==> src/rtl/chess_clock_pkg.sv <==
// Shared encodings for the chess clock core.
// State codes, preset lookup and mode word layout.
package chess_clock_pkg;

  typedef enum logic [2:0] {
    ST_IDLE   = 3'd0,
    ST_RUN_A  = 3'd1,
    ST_RUN_B  = 3'd2,
    ST_PAUSED = 3'd3,
    ST_FLAG   = 3'd4
  } state_t;

  localparam int MODE_STATE_LSB  = 0;
  localparam int MODE_ACTIVE     = 3;
  localparam int MODE_FLAG_A     = 4;
  localparam int MODE_FLAG_B     = 5;
  localparam int MODE_PRESET_LSB = 6;
  localparam int MODE_INC        = 8;
  localparam int MODE_MOVES_LSB  = 16;

  localparam logic [31:0] TIME_RST = 32'h003C_003C;

  function automatic logic [15:0] preset_secs(
    input logic [1:0] sel
  );
    logic [15:0] s;
    unique case (sel)
      2'b00:   s = 16'd60;
      2'b01:   s = 16'd180;
      2'b10:   s = 16'd300;
      default: s = 16'd600;
    endcase
    return s;
  endfunction

  function automatic logic [15:0] sat_add(
    input logic [15:0] a,
    input logic [15:0] b
  );
    logic [16:0] s;
    s = {1'b0, a} + {1'b0, b};
    return s[16] ? 16'hFFFF : s[15:0];
  endfunction

endpackage

==> src/rtl/chess_clock_if.sv <==
// PIO export bundle read by the HPS.
// Both words always move together.
interface chess_clock_if;
  import chess_clock_pkg::*;

  logic [31:0] time_export;
  logic [31:0] mode_export;

  modport master (
    output time_export,
    output mode_export
  );

  modport slave (
    input time_export,
    input mode_export
  );

endinterface

==> src/rtl/input_sync_edge.sv <==
// Two-flop synchroniser plus registered rise detector.
// One single-cycle pulse per press.
module input_sync_edge (
  input  logic clk,
  input  logic rst,
  input  logic d,
  output logic pulse
);

  logic s1;
  logic s2;
  logic s3;

  always_ff @(posedge clk or posedge rst) begin
    if (rst) begin
      s1    <= 1'b0;
      s2    <= 1'b0;
      s3    <= 1'b0;
      pulse <= 1'b0;
    end else begin
      s1    <= d;
      s2    <= s1;
      s3    <= s2;
      pulse <= s2 & ~s3;
    end
  end

endmodule

==> src/rtl/chess_clock_core.sv <==
// Two-player chess clock with Fischer increment.
// Exports registered time/mode snapshots to the HPS PIOs.
module chess_clock_core
  import chess_clock_pkg::*;
#(
  parameter int TICKS_PER_SEC = 50000000,
  parameter int INC_SECONDS   = 2,
  parameter int MOVE_W        = 8
) (
  input  logic       clk_clk,
  input  logic       reset_reset,
  input  logic       btn_a,
  input  logic       btn_b,
  input  logic       btn_start,
  input  logic       btn_game_rst,
  input  logic [1:0] preset_sel,
  input  logic       inc_en,
  chess_clock_if.master pio
);

  localparam int PW =
    (TICKS_PER_SEC > 1) ? $clog2(TICKS_PER_SEC) : 1;
  localparam logic [PW-1:0] TICK_LAST =
    PW'(TICKS_PER_SEC - 1);
  localparam logic [15:0] INC16 = 16'(INC_SECONDS);

  logic ev_a;
  logic ev_b;
  logic ev_start;
  logic ev_grst;

  input_sync_edge u_sync_a (
    .clk   (clk_clk),
    .rst   (reset_reset),
    .d     (btn_a),
    .pulse (ev_a)
  );

  input_sync_edge u_sync_b (
    .clk   (clk_clk),
    .rst   (reset_reset),
    .d     (btn_b),
    .pulse (ev_b)
  );

  input_sync_edge u_sync_start (
    .clk   (clk_clk),
    .rst   (reset_reset),
    .d     (btn_start),
    .pulse (ev_start)
  );

  input_sync_edge u_sync_grst (
    .clk   (clk_clk),
    .rst   (reset_reset),
    .d     (btn_game_rst),
    .pulse (ev_grst)
  );

  state_t            state, state_n;
  logic              active, active_n;
  logic [15:0]       ta, ta_n;
  logic [15:0]       tb, tb_n;
  logic [PW-1:0]     presc, presc_n;
  logic              fa, fa_n;
  logic              fb, fb_n;
  logic [MOVE_W-1:0] moves, moves_n;
  logic [1:0]        lat_pre, lat_pre_n;
  logic              lat_inc, lat_inc_n;

  logic        tick;
  logic        own;
  logic [15:0] cur_t;
  logic [15:0] new_t;
  logic [15:0] pre_t;
  logic [31:0] mode_n;

  always_ff @(posedge clk_clk or posedge reset_reset) begin
    if (reset_reset) begin
      state   <= ST_IDLE;
      active  <= 1'b0;
      ta      <= 16'd60;
      tb      <= 16'd60;
      presc   <= '0;
      fa      <= 1'b0;
      fb      <= 1'b0;
      moves   <= '0;
      lat_pre <= 2'b00;
      lat_inc <= 1'b0;
    end else begin
      state   <= state_n;
      active  <= active_n;
      ta      <= ta_n;
      tb      <= tb_n;
      presc   <= presc_n;
      fa      <= fa_n;
      fb      <= fb_n;
      moves   <= moves_n;
      lat_pre <= lat_pre_n;
      lat_inc <= lat_inc_n;
    end
  end

  // Priority: game reset, start/pause, tick, player key.
  always_comb begin
    state_n   = state;
    active_n  = active;
    ta_n      = ta;
    tb_n      = tb;
    presc_n   = presc;
    fa_n      = fa;
    fb_n      = fb;
    moves_n   = moves;
    lat_pre_n = lat_pre;
    lat_inc_n = lat_inc;
    tick      = (presc == TICK_LAST);
    own       = active ? ev_b : ev_a;
    cur_t     = active ? tb : ta;
    new_t     = cur_t;
    pre_t     = preset_secs(preset_sel);

    if (ev_grst) begin
      state_n   = ST_IDLE;
      active_n  = 1'b0;
      fa_n      = 1'b0;
      fb_n      = 1'b0;
      moves_n   = '0;
      presc_n   = '0;
      ta_n      = pre_t;
      tb_n      = pre_t;
      lat_pre_n = preset_sel;
      lat_inc_n = inc_en;
    end else begin
      unique case (state)
        ST_IDLE: begin
          ta_n      = pre_t;
          tb_n      = pre_t;
          lat_pre_n = preset_sel;
          lat_inc_n = inc_en;
          if (ev_start) begin
            state_n  = ST_RUN_A;
            active_n = 1'b0;
            presc_n  = '0;
          end
        end
        ST_RUN_A, ST_RUN_B: begin
          if (ev_start) begin
            state_n = ST_PAUSED;
          end else begin
            presc_n = tick ? '0 : presc + PW'(1);
            if (tick) new_t = cur_t - 16'd1;
            if (tick && new_t == 16'd0) begin
              state_n = ST_FLAG;
              if (active) fb_n = 1'b1;
              else        fa_n = 1'b1;
            end else if (own) begin
              if (lat_inc) new_t = sat_add(new_t, INC16);
              active_n = ~active;
              state_n  = active ? ST_RUN_A : ST_RUN_B;
              presc_n  = '0;
              if (active && moves != '1)
                moves_n = moves + MOVE_W'(1);
            end
            if (active) tb_n = new_t;
            else        ta_n = new_t;
          end
        end
        ST_PAUSED: begin
          if (ev_start)
            state_n = active ? ST_RUN_B : ST_RUN_A;
        end
        ST_FLAG: begin
          state_n = ST_FLAG;
        end
        default: begin
          state_n = ST_IDLE;
        end
      endcase
    end
  end

  always_comb begin
    mode_n = '0;
    mode_n[MODE_STATE_LSB +: 3]  = state;
    mode_n[MODE_ACTIVE]          = active;
    mode_n[MODE_FLAG_A]          = fa;
    mode_n[MODE_FLAG_B]          = fb;
    mode_n[MODE_PRESET_LSB +: 2] = lat_pre;
    mode_n[MODE_INC]             = lat_inc;
    mode_n[MODE_MOVES_LSB +: 8]  = 8'(moves);
  end

  // Both words load on the same edge so the HPS never sees a torn pair.
  always_ff @(posedge clk_clk or posedge reset_reset) begin
    if (reset_reset) begin
      pio.time_export <= TIME_RST;
      pio.mode_export <= '0;
    end else begin
      pio.time_export <= {tb, ta};
      pio.mode_export <= mode_n;
    end
  end

endmodule

==> src/flat_wrapper.sv <==
// flat-port wrapper written by rule: the top's interface ports become plain ports
module chess_clock_core_flat import chess_clock_pkg::*;
#(
  parameter int TICKS_PER_SEC = 50000000,
  parameter int INC_SECONDS   = 2,
  parameter int MOVE_W        = 8
)
  (clk_clk, reset_reset, btn_a, btn_b, btn_start, btn_game_rst, preset_sel, inc_en, pio_time_export, pio_mode_export);
  chess_clock_if pio_i ();
  input  logic clk_clk;
  input  logic reset_reset;
  input  logic btn_a;
  input  logic btn_b;
  input  logic btn_start;
  input  logic btn_game_rst;
  input  logic [1:0] preset_sel;
  input  logic inc_en;
  output wire logic [$bits(pio_i.time_export)-1:0] pio_time_export;
  output wire logic [$bits(pio_i.mode_export)-1:0] pio_mode_export;
  assign pio_time_export = pio_i.time_export;
  assign pio_mode_export = pio_i.mode_export;
  chess_clock_core #(.TICKS_PER_SEC(TICKS_PER_SEC), .INC_SECONDS(INC_SECONDS), .MOVE_W(MOVE_W)) u_core (.clk_clk(clk_clk), .reset_reset(reset_reset), .btn_a(btn_a), .btn_b(btn_b), .btn_start(btn_start), .btn_game_rst(btn_game_rst), .preset_sel(preset_sel), .inc_en(inc_en), .pio(pio_i));
endmodule
==> config.mk <==
export PLATFORM = sky130hd
export DESIGN_NAME = chess_clock_core_flat
export DESIGN_NICKNAME = d
export VERILOG_FILES = /design/src/rtl/chess_clock_pkg.sv /design/src/rtl/chess_clock_if.sv /design/src/rtl/input_sync_edge.sv /design/src/rtl/chess_clock_core.sv /design/src/flat_wrapper.sv
export SDC_FILE = /design/constraint.sdc
export NUM_CORES = 1
export LEC_CHECK = 0
export CORE_ASPECT_RATIO = 1.1
export CORE_MARGIN = 4
export CORE_UTILIZATION = 30
export DETAILED_ROUTE_END_ITERATION = 10
export PLACE_DENSITY = 0.49
export SLEW_MARGIN = 20
export SYNTH_ARGS = -nofsm -noshare
export SYNTH_HDL_FRONTEND = slang
export SYNTH_SLANG_ARGS = --single-unit
==> constraint.sdc <==
create_clock -name clk_clk -period 9.3 [get_ports clk_clk]
set_input_delay 1.86 -clock clk_clk [delete_from_list [all_inputs] [get_ports clk_clk]]
set_output_delay 1.86 -clock clk_clk [all_outputs]
set_load 0.02 [all_outputs]
==> run summary <==
Synth Area in XOR/XNOR - 0.0505
status - finished, final reports clean
TritonRoute pass-1 iters - 5
Yosys top cell area share - 0.447
die width - 153 um
largest family of logic cells by synthesized area - simple AND/OR/NAND/NOR gates
core footprint - 0.0228 mm2
final core occ - 0.365
FP Rows - 58
Startpoint Class - flop
Combinational Power Share - 0.363
setup bufs post-CTS - 0
# clock sinks - 140
ant diodes - 0
DR WL/cell - 18.4 um
RSZ-0062 raised after global routing - no
Synth Register Bits - 140
sequential element share of the synthesized area - 0.508
CTS tree - built
top area cells in the synthesized netlist - dfrtp_1, dfstp_2, mux2_2
Post-Syn Area per Cell - 10.9 um2
total wire length - 18.5 mm
Final period util - 0.473
Cell Area, Synth - 0.00693 mm2
nets@finish - 705
cts bufs inserted - 17
Worst Path Arrival - 4.70 ns
Critical Path Source - u_core.active
Syn. warnings - 0
clock slew at reported path FFs - 0.06 ns
r2r startpoint - u_core.active
worst vdd ir - 0.000120 V
layout cells sized above 1 - 0.163
Clk pwr share - 0.278
setup TNS - 0 ns
final setup violation count - 0
GP Congestion - 0.887
top_reg_cell synth - dfrtp_1
Initial Util - 0.304
Worst setup EP type - flop
die area - 0.0256 mm2
crit path max fanout - 15
kind of critical path - flop to flop
fill cell count - 2,260
Overflow after GRT - 0
H-tree levels - 4
Synth Area in Simple Gates - 0.202
Synth Area in Compound Gates - 0.118
Max-slew headroom - 0.439
first-pass GRT wire length - 29.9 mm
Sw Share - 0.382
async set or reset register ratio after synthesis - 1.00
area leader, netlist - dfrtp_1
IO Pins - 73
PortBufs - 57
clk_skew - 0.00780 ns
Post-synth EDFFs - 0
dpl hpwl - 13.6 mm
initial DRC count - 258
cts repair resizes - 0
Residual DRC - 0
Clock Tree Root - clkbuf_16
clock latency on the worst-skew pair - 0.42 ns
Slew @ Worst Pin - 0.842 ns
Sequential Power Share - 0.359
Pwr per Cell Area - 286 mW/mm2
endpoints failing hold - 0
HP Class - flop to flop
Min-Delay Startpoint - u_core.u_sync_b.s1
Max Cap Viol - 0
antenna violations before repair - 0
Leak - 3.40 nW
vias per cell - 5.08
Layout area overhead - 19.9%
Achievable Freq - 228 MHz
internal power - 1.47 mW
Netlist cell types - 85
mux contribution to synthesized area - 0.0713
largest net degree at the start of global routing - 74
Max clock buf depth - 2
die height - 167 um
max-slew violation count - 0
vias in the first global route - 5,346
GR Util All Layers - 0.149
hold_buf cts - 0
Post-Synth Adder-Cell Area - 0.0101
Period minus WS final - 4.39 ns
switching power - 0.907 mW
ANT nets after route - 0
data required time at the worst endpoint - 9.61 ns
total number of vias - 5,106
Post-Synthesis Cells - 636
==> per-layer routing <==
layer / global-route usage / vias to the layer above / wire, um
li1: - / 2424 / -
met5: 0 / - / 0
met1: 0.190 / 2549 / 8180
met3: 0.0289 / 27 / 765
met4: 0.0601 / 0 / 482
met2: 0.248 / 106 / 9090
==> power by group through the flow <==
stage               registers (mW)  logic [mW]  clock network (mW)
finish                       0.853       0.863               0.662
global route                 0.869       0.934               0.711
CTS                          0.855       0.869               0.682
detailed placement           0.864       0.865                   0
global placement             0.862       0.859                   0
floorplan                    0.869       0.557                   0
==> stage by stage <==
step	cell area, um2	setup slack [ns]	power, mW	hold slack, ns	cells
floorplan	6990	3.71	1.43	0.331	650
global placement	7740	5.11	1.72	0.334	973
detailed placement	7740	4.95	1.73	0.338	973
CTS	8310	4.94	2.41	0.356	1005
global route	8320	4.58	2.51	0.370	1005
finish	8320	4.91	2.38	0.351	1005
==> layout by cell type, fill, tap and decap left out, drive strengths merged, types with 5 or more instances in the layout <==
cell / count
o31ai: 10
or3: 16
a21boi: 5
o21ai: 25
nor3: 13
nand3: 26
nand4: 20
conb: 15
nor2b: 5
mux2i: 19
dfstp: 16
a21oi: 23
nor2: 61
a211oi: 7
xor2: 22
clkdlybuf4s50: 57
a31oi: 5
dfrtp: 124
mux2: 26
inv: 12
clkbuf: 18
xnor2: 18
buf: 5
a22o: 11
clkinv: 9
nor4b: 5
or4: 9
nand2: 41
nor4: 12
==> worst max-delay path: stages, from the launching register on <==
cell	delay, ns
dfrtp_2	0.59
mux2i_1	0.35
ha_1	0.30
nor4b_4	0.32
o22ai_2	0.19
or4_1	0.58
o21ai_2	0.16
nor2_1	0.10
nand4_1	0.41
nand2b_1	0.14
a2111oi_0	0.72
mux2_2	0.41
==> worst paths after layout <==
kind,end,slack (ns),depth (start not counted)
max,u_core.state[0],4.91,11
min in group asynchronous,u_core.pio.mode_export[17],1.91,2
min,u_core.u_sync_b.s2,0.35,0
max reg2reg,u_core.state[0],4.91,11
min reg2reg,u_core.u_sync_b.s2,0.35,0
max in group asynchronous,u_core.pio.mode_export[7],6.07,3
==> Yosys cell counts, types with 10 or more instances <==
master and count:
nor3_1 11, nand4_1 18, o21ai_0 22, a22o_1 11, inv_1 10, nand3_1 25
buf_4 17, xor2_1 22, a21oi_1 23, dfstp_2 16, mux2i_1 16, dfrtp_1 124
or3_1 15, xnor2_1 18, clkbuf_1 14, mux2_2 26, nand2_1 41, nor2_1 60
==> logic make-up after synthesis <==
group                      count (synthesis)
muxes                                     45
AOI/OAI and AO/OA                        114
buffers and inverters                     49
other                                      1
DFF                                      140
adders and majority gates                  6
xor gates and xnor gates                  40
and+or+nand+nor                          241
==> sequential cells by signal, indices dropped and copies added, names as in the netlist, 2 cells and up <==
name,count
u_core.tb,16
u_core.lat_pre,2
u_core.pio.time_export,32
u_core.state,3
u_core.presc,26
u_core.ta,16
u_core.moves,8
u_core.pio.mode_export,17
==> final cells by class <==
type,instances,area (um2),share of cell area
clock buffers,18,429,0.0516
flip-flops and latches,140,3520,0.424
clock inverters,14,145,0.0175
multi-input cells,461,3190,0.384
repair buffers,62,608,0.0731
well taps,300,375,0.0451
inverters,10,42.5,0.00512
Note: power is estimated with default switching activity, not from simulation.
